`src/rtl/vshift_lane_seq.sv`:
```
// Element-wise vector shift sequencer feeding a 64-bit doubleword shifter one lane at a time.
// Optional build macro VSHIFT_SEQ_FLUSH_EN adds a flush input that aborts RUN/DONE back to IDLE.
//
// state   | meaning
// S_IDLE  | ready for a request, shifter inputs held at zero
// S_DRIVE | current lane driven onto the shifter
// S_CAPTURE | registered shifter output written into the result lane (REG_SH_OUT=1 only)
// S_DONE  | result presented, waiting for out_ready
module vshift_lane_seq #(
    parameter int REG_SH_OUT = 0
) (
    input  logic        clk,
    input  logic        reset,
    input  logic        in_valid,
    output logic        in_ready,
    input  logic [1:0]  op,
    input  logic [1:0]  ww,
    input  logic [63:0] ra_data,
    input  logic [63:0] rb_data,
    output logic        out_valid,
    input  logic        out_ready,
    output logic [63:0] result,
    output logic [63:0] sh_data_in,
    output logic [6:0]  sh_amt,
    output logic        sh_data_tc,
    output logic        sh_sh_tc,
    output logic        sh_mode,
    input  logic [63:0] sh_data_out
`ifdef VSHIFT_SEQ_FLUSH_EN
    ,
    input  logic        flush
`endif
);

    typedef enum logic [1:0] {
        S_IDLE    = 2'd0,
        S_DRIVE   = 2'd1,
        S_CAPTURE = 2'd2,
        S_DONE    = 2'd3
    } state_t;

    localparam logic [1:0] OP_SLL  = 2'b00;
    localparam logic [1:0] OP_SRL  = 2'b01;
    localparam logic [1:0] OP_SRA  = 2'b10;
    localparam logic [1:0] OP_ROTL = 2'b11;

    state_t      state;
    logic [2:0]  lane;
    logic [1:0]  op_q;
    logic [1:0]  ww_q;
    logic [63:0] ra_q;
    logic [63:0] rb_q;
    logic [63:0] sh_q;

    logic [5:0]  lane_off;
    logic [63:0] e_raw;
    logic [5:0]  a_raw;
    logic [63:0] elem_zx;
    logic [63:0] elem_sx;
    logic [63:0] elem_rep;
    logic [6:0]  amt;
    logic [6:0]  amt_neg;
    logic [63:0] lane_mask;
    logic [2:0]  last_lane;
    logic        running;
    logic [63:0] cap_src;
    logic [63:0] merged;

    // Lane k starts at bit k*W, i.e. lane*8 scaled by the width code.
    assign lane_off  = {lane, 3'b000} << ww_q;
    assign e_raw     = ra_q >> lane_off;
    assign a_raw     = 6'(rb_q >> lane_off);
    assign last_lane = 3'((4'd8 >> ww_q) - 4'd1);
    assign running   = (state == S_DRIVE) || (state == S_CAPTURE);
    assign in_ready  = (state == S_IDLE);

    always_comb begin
        elem_zx   = 64'd0;
        elem_sx   = 64'd0;
        elem_rep  = 64'd0;
        amt       = 7'd0;
        lane_mask = 64'd0;
        case (ww_q)
            2'b00: begin
                elem_zx   = {56'd0, e_raw[7:0]};
                elem_sx   = {{56{e_raw[7]}}, e_raw[7:0]};
                elem_rep  = {8{e_raw[7:0]}};
                amt       = {4'd0, a_raw[2:0]};
                lane_mask = 64'h0000_0000_0000_00FF;
            end
            2'b01: begin
                elem_zx   = {48'd0, e_raw[15:0]};
                elem_sx   = {{48{e_raw[15]}}, e_raw[15:0]};
                elem_rep  = {4{e_raw[15:0]}};
                amt       = {3'd0, a_raw[3:0]};
                lane_mask = 64'h0000_0000_0000_FFFF;
            end
            2'b10: begin
                elem_zx   = {32'd0, e_raw[31:0]};
                elem_sx   = {{32{e_raw[31]}}, e_raw[31:0]};
                elem_rep  = {2{e_raw[31:0]}};
                amt       = {2'd0, a_raw[4:0]};
                lane_mask = 64'h0000_0000_FFFF_FFFF;
            end
            default: begin
                elem_zx   = e_raw;
                elem_sx   = e_raw;
                elem_rep  = e_raw;
                amt       = {1'b0, a_raw};
                lane_mask = 64'hFFFF_FFFF_FFFF_FFFF;
            end
        endcase
    end

    // Right shifts are requested as a negative two's-complement distance.
    assign amt_neg = 7'd0 - amt;

    always_comb begin
        sh_data_in = 64'd0;
        sh_amt     = 7'd0;
        sh_data_tc = 1'b0;
        sh_sh_tc   = 1'b0;
        sh_mode    = 1'b0;
        if (running) begin
            case (op_q)
                OP_SLL: begin
                    sh_data_in = elem_zx;
                    sh_amt     = amt;
                    sh_mode    = 1'b1;
                end
                OP_SRL: begin
                    sh_data_in = elem_zx;
                    sh_amt     = amt_neg;
                    sh_sh_tc   = 1'b1;
                    sh_mode    = 1'b1;
                end
                OP_SRA: begin
                    sh_data_in = elem_sx;
                    sh_amt     = amt_neg;
                    sh_sh_tc   = 1'b1;
                    sh_data_tc = 1'b1;
                    sh_mode    = 1'b1;
                end
                default: begin
                    sh_data_in = elem_rep;
                    sh_amt     = amt;
                end
            endcase
        end
    end

    assign cap_src = (REG_SH_OUT != 0) ? sh_q : sh_data_out;
    assign merged  = result | ((cap_src & lane_mask) << lane_off);

    always_ff @(posedge clk) begin
        if (reset) begin
            state     <= S_IDLE;
            lane      <= 3'd0;
            op_q      <= 2'd0;
            ww_q      <= 2'd0;
            ra_q      <= 64'd0;
            rb_q      <= 64'd0;
            sh_q      <= 64'd0;
            result    <= 64'd0;
            out_valid <= 1'b0;
        end else
`ifdef VSHIFT_SEQ_FLUSH_EN
        if (flush && (state != S_IDLE)) begin
            state     <= S_IDLE;
            lane      <= 3'd0;
            out_valid <= 1'b0;
        end else
`endif
        begin
            case (state)
                S_IDLE: begin
                    if (in_valid) begin
                        op_q   <= op;
                        ww_q   <= ww;
                        ra_q   <= ra_data;
                        rb_q   <= rb_data;
                        lane   <= 3'd0;
                        result <= 64'd0;
                        state  <= S_DRIVE;
                    end
                end
                S_DRIVE: begin
                    if (REG_SH_OUT != 0) begin
                        sh_q  <= sh_data_out;
                        state <= S_CAPTURE;
                    end else begin
                        result <= merged;
                        if (lane == last_lane) begin
                            state     <= S_DONE;
                            out_valid <= 1'b1;
                        end else begin
                            lane <= lane + 3'd1;
                        end
                    end
                end
                S_CAPTURE: begin
                    result <= merged;
                    if (lane == last_lane) begin
                        state     <= S_DONE;
                        out_valid <= 1'b1;
                    end else begin
                        lane  <= lane + 3'd1;
                        state <= S_DRIVE;
                    end
                end
                default: begin
                    if (out_ready) begin
                        out_valid <= 1'b0;
                        state     <= S_IDLE;
                    end
                end
            endcase
        end
    end

endmodule
```
`config.mk`:
```
export PLATFORM = sky130hd
export DESIGN_NAME = vshift_lane_seq
export DESIGN_NICKNAME = d
export VERILOG_FILES = /design/src/rtl/vshift_lane_seq.sv
export SDC_FILE = /design/constraint.sdc
export NUM_CORES = 1
export LEC_CHECK = 0
export BUFFER_PORTS_ARGS = -buffer_cell sky130_fd_sc_hd__buf_2
export CORE_MARGIN = 1.5
export CORE_UTILIZATION = 25
export CTS_CLUSTER_DIAMETER = 80
export DETAILED_ROUTE_END_ITERATION = 12
export SLEW_MARGIN = 20
export SYNTH_ARGS = -nofsm -noshare
export SYNTH_HDL_FRONTEND = slang
export SYNTH_SLANG_ARGS = --single-unit
```
`constraint.sdc`:
```
create_clock -name clk -period 3.2 [get_ports clk]
set_clock_uncertainty 0.15 [all_clocks]
set_input_delay 0.48 -clock clk [delete_from_list [all_inputs] [get_ports clk]]
set_output_delay 0.48 -clock clk [all_outputs]
set_load 0.02 [all_outputs]
```
## After elaboration in Yosys (flattened, before gate mapping)

Cells that the tools add are included.

| word-level totals | value |
|---|---|
| register bits after elaboration | 202 |
| bits in latches | 0 |
| memory bits (writable) | 0 |
| ROM bits | 0 |
| bits of input ports | 200 |
| output and inout port bits | 140 |
| word-level logic and storage cells | 74 |
| memories kept | 0 |

| cells by class | value |
|---|---|
| $add $sub $neg | 3 |
| multiply operators | 0 |
| div/mod/pow operators | 0 |
| order comparisons | 0 |
| equal/unequal tests | 11 |
| shift-type cells | 5 |
| multiplexer cells | 28 |
| bitwise operators | 3 |
| reductions and logical operators | 16 |

Operators by type and width:

| kind | number |
|---|---|
| 64-bit one-hot mux with 3 select lines | 4 |
| 64-bit one-hot mux with 2 select lines | 2 |
| 64-bit two-way mux | 2 |
| 64-bit AND | 1 |
| 64-bit bitwise OR | 1 |
| 64-bit by 6-bit left shift with 64-bit output | 1 |
| 64-bit by 6-bit right shift with 6-bit output | 1 |
| 64-bit by 6-bit right shift with 64-bit output | 1 |
| 6-bit one-hot mux with 3 select lines | 1 |
| 7-bit two-way mux | 2 |
| 3-bit AND reduction | 3 |
| 1-bit two-way mux | 8 |
| 2-bit two-way mux | 4 |
| 1-bit by 7-bit subtractor with 7-bit output (first input constant) | 1 |
| 2-bit by 1-bit equality test with 1-bit output (second input constant) | 3 |
| 2-bit equality test (second input constant) | 3 |
| 2-bit zero test | 3 |
| 3-bit two-way mux | 2 |
| 2-bit one-hot mux with 3 select lines | 1 |
| 3-bit one-hot mux with 2 select lines | 1 |
| 2-bit OR reduction | 3 |
| 6-bit by 2-bit left shift with 6-bit output | 1 |
| 2-bit by 1-bit != test with 1-bit output (second input constant) | 2 |
| 2-bit != test (second input constant) | 2 |
| other kinds (11) | 13 |

## Logic depth before layout (Yosys ltp)

Gate-level depths: netlist of run 1.

| depth | value |
|---|---|
| depth in word-level cells | 6 |
| mapped depth | 13 |
| gate-level depth less buffers | 10 |

## Worst setup path after synthesis of run 1

Ideal clock, no wire load.

| timing path | value |
|---|---|
| kind | reg2out |
| from | register ww_q[0] |
| to | output port sh_data_in[47] |
| arrival | 2.531 ns |
| required time | 2.570 ns |
| path slack | 0.039 ns |
| stages on the path, launching flop included | 11 |
| buffers on the path | 3 |
| cells stage by stage | dfxtp_1 > buf_6 > mux2_4 > mux2_2 > buf_6 > o31ai_1 > o211ai_2 > o211ai_2 > buf_2 > nand2_2 > a211oi_1 |

| on the way | value |
|---|---|
| word-level cells in the longest chain between the ends | 5 |
| elaborated cells on any way between the ends | 10 |
| classes of those cells | eq/ne (2); shift (2); mux (5); reduce/logical (1) |

RTL lines:

| element | RTL line | RTL |
|---|---|---|
| start, declared | 50 | `logic [1:0] ww_q;` |
| start signal, assigned | 179 | `ww_q <= ww;` |
| 6-bit by 2-bit left shift with 6-bit output | 70 | `assign lane_off = {lane, 3'b000} << ww_q;` |
| 64-bit by 6-bit right shift with 64-bit output | 71 | `assign e_raw = ra_q >> lane_off;` |
| 64-bit one-hot mux with 3 select lines | 83 | `case (ww_q)` |
| 64-bit one-hot mux with 2 select lines * | 125 | `case (op_q)` |
| 64-bit two-way mux * | 124 | `if (running) begin` |
| end, declared | 23 | `output logic [63:0] sh_data_in,` |

Mark *: on every way between the ends. The rest lies on a longest branch, timed or not.

## Worst setup path after layout of run 1

| timing path | value |
|---|---|
| from | register ww_q[0] |
| to | output port sh_data_in[11] |

The elaborated chain is that of the path after synthesis.

==> flow_summary.toml, run 1 <==
[cells_and_area]
layout_commonest_cell = "nand2_1"
area_growth_syn_to_layout_pct = 55.3
final_nets = 2069
fin_cells = 2467
layout-drive-gt1-share_pct = 42.5
final_cell_mix = "nand2_1 (292), buf_2 (250), buf_4 (216), a21oi_1 (185), dfxtp_1 (167)"

[place]
portBuffers = 307
gp_congestion = 0.955
hpwl_um = 38700
dp_slack_ps = -335
placed_cells = 2380

[logic_synthesis]
synth-seq-area-share_pct = 31.4
yosys_warnings = 0
synth-seq-cells = 170
synth_nets = 1626
synth_edf_count = 0
ys.flop_type = "dfxtp_1"
async_flop_share_pct = 0
synth_area_sq_um = 10800
avgSynthCellArea_sq_um = 7.67
synth_cell_types = 70
synthCells = 1415

[setup_path]
cp_data_arrival_time_ps = 3210
crit_type = "register to primary output"
required_ps = 2570
path_buf_inv = 6
cp_slowest_stage_delay_ps = 620
slowest_stage = "mux4_2"
startpoint_type = "register"
cp-end-kind = "primary output"
cpMostUsedCell = "buf_6"
worst_path_dominant_cell_family = "multiplexers"
path_cells = "buf_6 -> buf_6 -> nor3b_4 -> buf_6 -> buf_12 -> buf_12 -> mux4_2 -> mux4_2 -> nor2_1 -> a211oi_1 -> buf_2"
critPathMaxFanout = 6

[clocking]
clockBufferDepth = 2
cts_tree = "yes"
cts_buffers = 17
root_buffer = "clkbuf_16"
clock_latency_ps = 450
cts_hold_buffers = 0
cts.sinks = 170
cts.htree.levels = 4
clkTransAtPathRegs_ps = 70

[grt]
grtUsageMet2_pct = 34.1
overflow = 0
grt_max_degree = 75
grt_pass1_vias = 11800
antenna_found_initial = 19
grtUsageTotal_pct = 21.8
busiest_layer = "met2"
gr-usage-met1_pct = 29.9
grt_pass1_wl_um = 73200
grtUsageMet3_pct = 4.87

[timing]
setup_violations = 70
finalHoldViolCount = 0
rsz0062_at_grt = "yes"
slew_headroom_pct = 18.9
fin_crit_ps = 3840
tightest_slew_ps = 1210
worst_slack_ps = -643
slew_viol_final = 0
max_freq_ghz = 0.260
setup_tns_ps = -34280
finalCritPeriodShare_pct = 120

[pwr]
vdd_drop_max_uv = 470
leakage_nw = 6.96
power.density_nw_per_um2 = 678

[detailed_routing]
first_pass_iters = 5
routedWlPerCell_um = 20.6
drcViolationCount = 0
ant_nets = 0
avgViaCountPerCell = 5.13
drt-initial-drc-count = 860
wirelength_um = 50900
vias = 12700

[floorplanning]
io_pins = 340
start_util_pct = 25.2
row_count = 76
dieWidth_um = 211
die-area_sq_um = 44700
die_y_um = 211
core_area_sq_um = 43000

[status]
violations = "negative setup slack"
status = "finished, violations left"

[flow_run]
drv_cap = 0

[hold_path]
min_path_type = "input pin to register"
[logic make-up after synthesis]
group           share of synthesized area (%)
flops                                    31.4
mux                                      13.3
fa+ha+maj                                1.27
compound gates                           26.3
buf+inv                                  6.35
simple gates                             21.0
xor+xnor                                0.404
[state kept, by name, summed over array words and instances, names as in the netlist]
signal,count
lane,3
op_q,2
out_valid,1
ra_q,64
rb_q,32
result,64
state,2
ww_q,2
[through the flow]
| step | hold WS (ps) | instance area (sq um) | utilization [%] | power (mW) |
|---|---|---|---|---|
| finish | 107 | 16900 | 39.2 | 11.4 |
| global route | 94.6 | 16800 | 39.2 | 12.0 |
| CTS | 87.4 | 15900 | 37.0 | 10.8 |
| detailed placement | 287 | 14200 | 33.1 | 8.02 |
| global placement | 287 | 14200 | 33.1 | 7.95 |
| floorplan | 283 | 10800 | - | 5.74 |
[what timing repair did]
item,CTS,global route
setup endpoints to repair,75,85
pin swaps,25,31
gates resized for setup,179,183
endpoints found under the hold margin,0,0
cloned,5,1
buffers inserted,28,25
[worst paths after layout]
check | start | end | slack, ps | cells after the start
setup / recovery | ww_q[0] | sh_data_in[11] | -640 | 11
hold / removal | rb_data[58] | rb_q[58] | 110 | 3
setup reg to reg | ww_q[0] | result[53] | 170 | 13
hold reg to reg | result[51] | result[51] | 290 | 2
[worst register-to-register path, cell delays in order (launching register included)]
cell,delay (ps)
dfxtp_4,370
buf_4,130
buf_6,120
buf_6,200
clkinvlp_4,180
nor2_4,160
clkinv_1,90
buf_4,240
ha_1,220
buf_4,210
nand3b_1,190
a21oi_1,400
o211ai_1,160
a21oi_1,150
[layer usage]
| metal | part of all wire [%] | up-vias |
|---|---|---|
| li1 | - | 5979 |
| met1 | 45 | 6161 |
| met2 | 46 | 443 |
| met3 | 6.7 | 67 |
| met4 | 1.6 | 18 |
| met5 | 0.19 | - |
[synth_stat cells, types with 10 or more instances]
cell        n  share of area (%)
nor2_1    125                4.3
inv_1      28               0.97
clkbuf_1   83                2.9
mux2i_1    63                5.8
mux4_2     26                5.4
nor3_1     13               0.60
a31oi_1    11               0.63
nor2b_1    11               0.63
o211ai_1   16                1.1
a221oi_1   32                2.6
mux2_2     18                1.9
buf_4      10               0.69
dfxtp_1   170                 31
a22oi_1    12               0.83
a21oi_1   193                8.9
nand2_1   302                 10
nand3_1    24                1.1
ha_1       11                1.3
a221o_1    16                1.5
buf_2      20               0.92
and3_1     24                1.4
o21ai_0    41                1.9
a211oi_1   26                1.8
o211a_1    15                1.4
[final cells by class]
type,count,area [sq um]
clock inverters,11,135
diodes,12,30.0
fillers,4446,26100
repair buffers,551,4080
well taps,585,732
inverters,30,116
flip-flops and latches,170,3410
multi-input cells,1088,7890
clock buffers,20,457
[power breakdown]
group / total [mW] / internal (mW) / switching, mW
combinational: 6.51 / 2.85 / 3.66
sequential: 2.78 / 2.44 / 0.345
clock: 2.13 / 1.20 / 0.932
Power figures use the tool's default switching activity.
==> run 2, diff against run 1 <==
- CAP_MARGIN: not set -> 20
- RECOVER_POWER: not set -> 100
==> run 2 against run 1 <==
Compared with the run above: highest routed layer unchanged; hold slack lost 1.0 ps; combinational power shrank 0.6%; routed wire length grew 0.20%; critical path depth is the same; via count grew 0.32%; power shrank 0.32%; largest cell class unchanged; fmax shrank 0.14%; clock power is essentially flat; final area shrank 0.64%; core utilization shrank 0.25 points; global-route usage is the same; worst setup slack lost 5.4 ps; the run still ends with negative setup slack left.
==> flow_summary.toml, run 2 (same netlist as run 1, synthesis figures left out) <==
[status]
violations = "negative setup slack"
status = "finished, violations left"

[setup_path]
required_ps = 2570
slowest_stage = "mux4_2"
cp_slowest_stage_delay_ps = 630
cp_data_arrival_time_ps = 3220
critPathMaxFanout = 6
ff2ff_path_depth = 13
path_buf_inv = 6
cp-end-kind = "primary output"
crit_type = "register to primary output"
worst_path_dominant_cell_family = "multiplexers"
startpoint_type = "register"
cpMostUsedCell = "buf_6"
cp.depth = 11
path_cells = "buf_6 -> buf_6 -> nor3b_4 -> buf_6 -> buf_12 -> buf_12 -> mux4_2 -> mux4_2 -> nor2_1 -> a211oi_1 -> buf_2"

[timing]
fin_crit_ps = 3850
tightest_slew_ps = 1390
worst_slack_ps = -648
rsz0062_at_grt = "yes"
finalCritPeriodShare_pct = 120
slew_headroom_pct = 7.01
max_freq_ghz = 0.260
finalHoldViolCount = 0
slew_viol_final = 0
setup_violations = 70

[grt]
overflow = 0
grt_pass1_wl_um = 73200
grt_max_degree = 75
grt_pass1_vias = 11800
grtUsageTotal_pct = 21.8
antenna_found_initial = 19

[clocking]
cts_buffers = 17
clock_latency_ps = 460
cts_hold_buffers = 0
cts.sinks = 170
clockBufferDepth = 2
root_buffer = "clkbuf_16"
cts.htree.levels = 4
cts_tree = "yes"
clkTransAtPathRegs_ps = 70

[place]
place_area_sq_um = 14200
portBuffers = 307
hpwl_um = 38700
gp_congestion = 0.955
dp_slack_ps = -335

[cells_and_area]
layout_commonest_cell = "nand2_1"
final_nets = 2069
top_regs = "ra_q: 64 flops, result: 64 flops, rb_q: 32 flops"
area_growth_syn_to_layout_pct = 54.3
final_area_sq_um = 16700
fillers = 4485
layout-drive-gt1-share_pct = 38.9
final_cell_mix = "nand2_1 (292), buf_4 (208), a21oi_1 (185), buf_2 (185), dfxtp_1 (167)"

[floorplanning]
core_area_sq_um = 43000
die-area_sq_um = 44700
die_y_um = 211
start_util_pct = 25.2
row_count = 76
dieWidth_um = 211
io_pins = 340

[detailed_routing]
ant_nets = 0
first_pass_iters = 6
drt-initial-drc-count = 872
vias = 12700
routedWlPerCell_um = 20.7
drcViolationCount = 0
avgViaCountPerCell = 5.16
wirelength_um = 51000

[pwr]
vdd_drop_max_uv = 471
finalPower_mw = 11.4
leakage_nw = 6.67
power.density_nw_per_um2 = 680

[hold_path]
holdPathStages = 3
min_path_type = "input pin to register"

[flow_run]
drv_cap = 0
## run 2: changes by cell type in the layout (fill, tap and decap cells not counted), sizes merged
cell	before	now
diode	12	10
buf	549	476
clkbuf	21	94
## run 2: worst min-delay path, delay by kind of cell
| family | cells | cell delay, ps |
|---|---|---|
| buf+inv | 1 | 100 |
| simple gates | 1 | 50 |
| compound gates | 1 | 50 |
## run 2: what timing repair did
action / in CTS / in global routing
endpoints found under the setup margin: 75 / 85
endpoints found under the hold margin: 0 / 0
gates resized for setup: 179 / 183
pin swaps: 25 / 31
setup buffers: 28 / 25
gates cloned: 5 / 1
## run 2: power breakdown
part           total, mW  internal (mW)  switching [mW]
Clock               2.14           1.20           0.936
Combinational       6.47           2.80            3.67
Sequential          2.78           2.44           0.344
## run 2: final timing paths
check	slack, ps	endpoint	startpoint
hold / removal	110	ra_q[2]	ra_data[2]
setup reg to reg	40	result[53]	ww_q[0]
setup / recovery	-650	sh_data_in[11]	ww_q[0]
hold reg to reg	290	result[51]	result[51]
## run 2: cell type report
class,instances,area (sq um),area share [%]
Multi-Input combinational cell,1088,7890,47.1
Clock buffer,20,457,2.73
Inverter,30,116,0.695
Sequential cell,170,3410,20.4
Clock inverter,11,135,0.807
Timing Repair Buffer,551,3980,23.7
Tap cell,585,732,4.37
Antenna cell,10,25.0,0.149
## run 2: stage by stage
step,instances,util (%),hold slack [ps],setup TNS (ps)
floorplan,1415,-,283,0
global placement,2380,33.1,287,-9890
detailed placement,2380,33.1,287,-10940
CTS,2432,37.0,87.4,-33050
global route,2460,38.9,94.6,-41780
finish,2465,39.0,106,-34180
## run 2: layer usage
layer	vias to the layer above	track usage, %	wire (um)
li1	5983	-	-
met1	6186	29.9	22700
met2	459	34.1	23800
met3	62	4.87	3730
met4	18	6.01	764
met5	-	0	99
==> run 3, diff against run 2 <==
- TNS_END_PERCENT: not set -> 10
==> run 3 against run 2 <==
Compared with the run above: the flow still finishes with violations (negative setup slack); clock power about the same; worst setup slack better by 44 ps; non-clock buffer count shrank 24; highest routed layer unchanged; critical path depth did not move; largest cell class unchanged; final cell count shrank 0.93%.
==> flow_summary.toml, run 3 (same netlist as run 1, synthesis figures left out) <==
[status]
status = "finished, violations left"
violations = "negative setup slack"

[clocking]
clkTransAtPathRegs_ps = 70
cts_tree = "yes"
cts.sinks = 170
root_buffer = "clkbuf_16"
clock_latency_ps = 450
cts_buffers = 17
cts.htree.levels = 4
clockBufferDepth = 2

[detailed_routing]
ant_nets = 0
drcViolationCount = 0
avgViaCountPerCell = 5.12
wirelength_um = 50000
first_pass_iters = 7
drt-initial-drc-count = 1012
vias = 12500
routedWlPerCell_um = 20.5

[grt]
overflow = 0
grt_max_degree = 75
grtUsageTotal_pct = 21.5
grt_pass1_vias = 11700
antenna_found_initial = 19
grt_pass1_wl_um = 72400

[setup_path]
crit_type = "register to primary output"
timing.rr.end = "result[57]"
r2r_start = "ww_q[0]"
cp_data_arrival_time_ps = 3170
startpoint_type = "register"
required_ps = 2570
r2r_slack_ps = -60
cp-end-kind = "primary output"
critPathMaxFanout = 6
ff2ff_path_depth = 13

[pwr]
vdd_drop_max_uv = 464
finalPower_mw = 10.9
power.density_nw_per_um2 = 684
leakage_nw = 6.43

[place]
hpwl_um = 38700
dp_slack_ps = -335
portBuffers = 307
gp_congestion = 0.955

[timing]
finalCritPeriodShare_pct = 119
slew_headroom_pct = 6.57
rsz0062_at_grt = "yes"
setup_violations = 78
setup_tns_ps = -33050
worst_slack_ps = -604
fin_crit_ps = 3800
max_freq_ghz = 0.263
slew_viol_final = 0
finalHoldViolCount = 0
tightest_slew_ps = 1400

[floorplanning]
die-area_sq_um = 44700
dieWidth_um = 211
row_count = 76
core_area_sq_um = 43000
start_util_pct = 25.2
die_y_um = 211
io_pins = 340

[flow_run]
drv_cap = 0

[hold_path]
min_path_type = "input pin to register"
hp-start = "rb_data[16]"
min_to = "rb_q[16]"
holdPathStages = 3

[cells_and_area]
final_cell_mix = "nand2_1 (293), buf_2 (204), buf_4 (195), a21oi_1 (187), dfxtp_1 (167)"
area_growth_syn_to_layout_pct = 47.0
utilization_pct = 37.1
layout-drive-gt1-share_pct = 35.4
layout_commonest_cell = "nand2_1"
top_regs = "ra_q: 64 flops, result: 64 flops, rb_q: 32 flops"
final_nets = 2045
run 3: cell types whose count changed in the layout (fill, tap and decap cells not counted), sizes merged:
cell	previous run	this run
inv	33	34
clkinvlp	4	3
buf	476	455
clkbuf	94	92
bufbuf	1	0
diode	10	11
run 3: report_power, final:
group,switching [mW],total [mW],internal [mW]
sequential,0.333,2.77,2.44
combinational,3.48,6.01,2.53
clock,0.932,2.13,1.20
run 3: critical path, cell delays in order, from the launching register on:
cell and delay [ps]:
dfxtp_4 370, buf_6 120, buf_6 110, nor3b_4 210, buf_6 160, buf_12 130
buf_12 120, mux4_2 610, mux4_2 540, nor2_1 110, nor3_1 70, buf_2 160
run 3: repair_timing:
| action | CTS | global route |
|---|---|---|
| pin swaps | 23 | 14 |
| cloned | 3 | 0 |
| endpoints found under the setup margin | 75 | 93 |
| buffers inserted | 17 | 3 |
| hold buffers | 0 | 0 |
| gates resized for setup | 139 | 97 |
run 3: how the worst max path moves through the flow:
stage / start / endpoint / slack (ps) / depth (start not counted)
floorplan: ww_q[0] / sh_data_in[47] / 40 / 10
global placement: lane[0] / sh_data_in[54] / -330 / 12
detailed placement: lane[0] / sh_amt[4] / -340 / 10
CTS: ww_q[0] / sh_data_in[10] / -610 / 11
global route: ww_q[0] / sh_amt[4] / -720 / 12
finish: ww_q[0] / sh_data_in[44] / -600 / 11
run 3: final cells by class:
cell class | count | area (sq um)
Tap cell | 585 | 732
Clock buffer | 20 | 457
Clock inverter | 11 | 135
Multi-Input combinational cell | 1088 | 7510
Antenna cell | 11 | 27.5
Inverter | 30 | 113
Sequential cell | 170 | 3410
Fill cell | 4585 | 27000
Timing Repair Buffer | 527 | 3560
run 3: per-layer routing:
metal | global-route usage (%) | routed length (um) | share of wire (%)
met1 | 29.9 | 22700 | 45
met2 | 33.3 | 22900 | 46
met3 | 4.75 | 3420 | 6.8
met4 | 5.99 | 803 | 1.6
met5 | 0 | 99 | 0.20
run 3: per-stage QoR:
stage	instances	cell area [sq um]	hold slack [ps]
floorplan	1415	10800	283
global placement	2380	14200	287
detailed placement	2380	14200	287
CTS	2428	15600	87.4
global route	2436	15900	94.6
finish	2442	15900	110
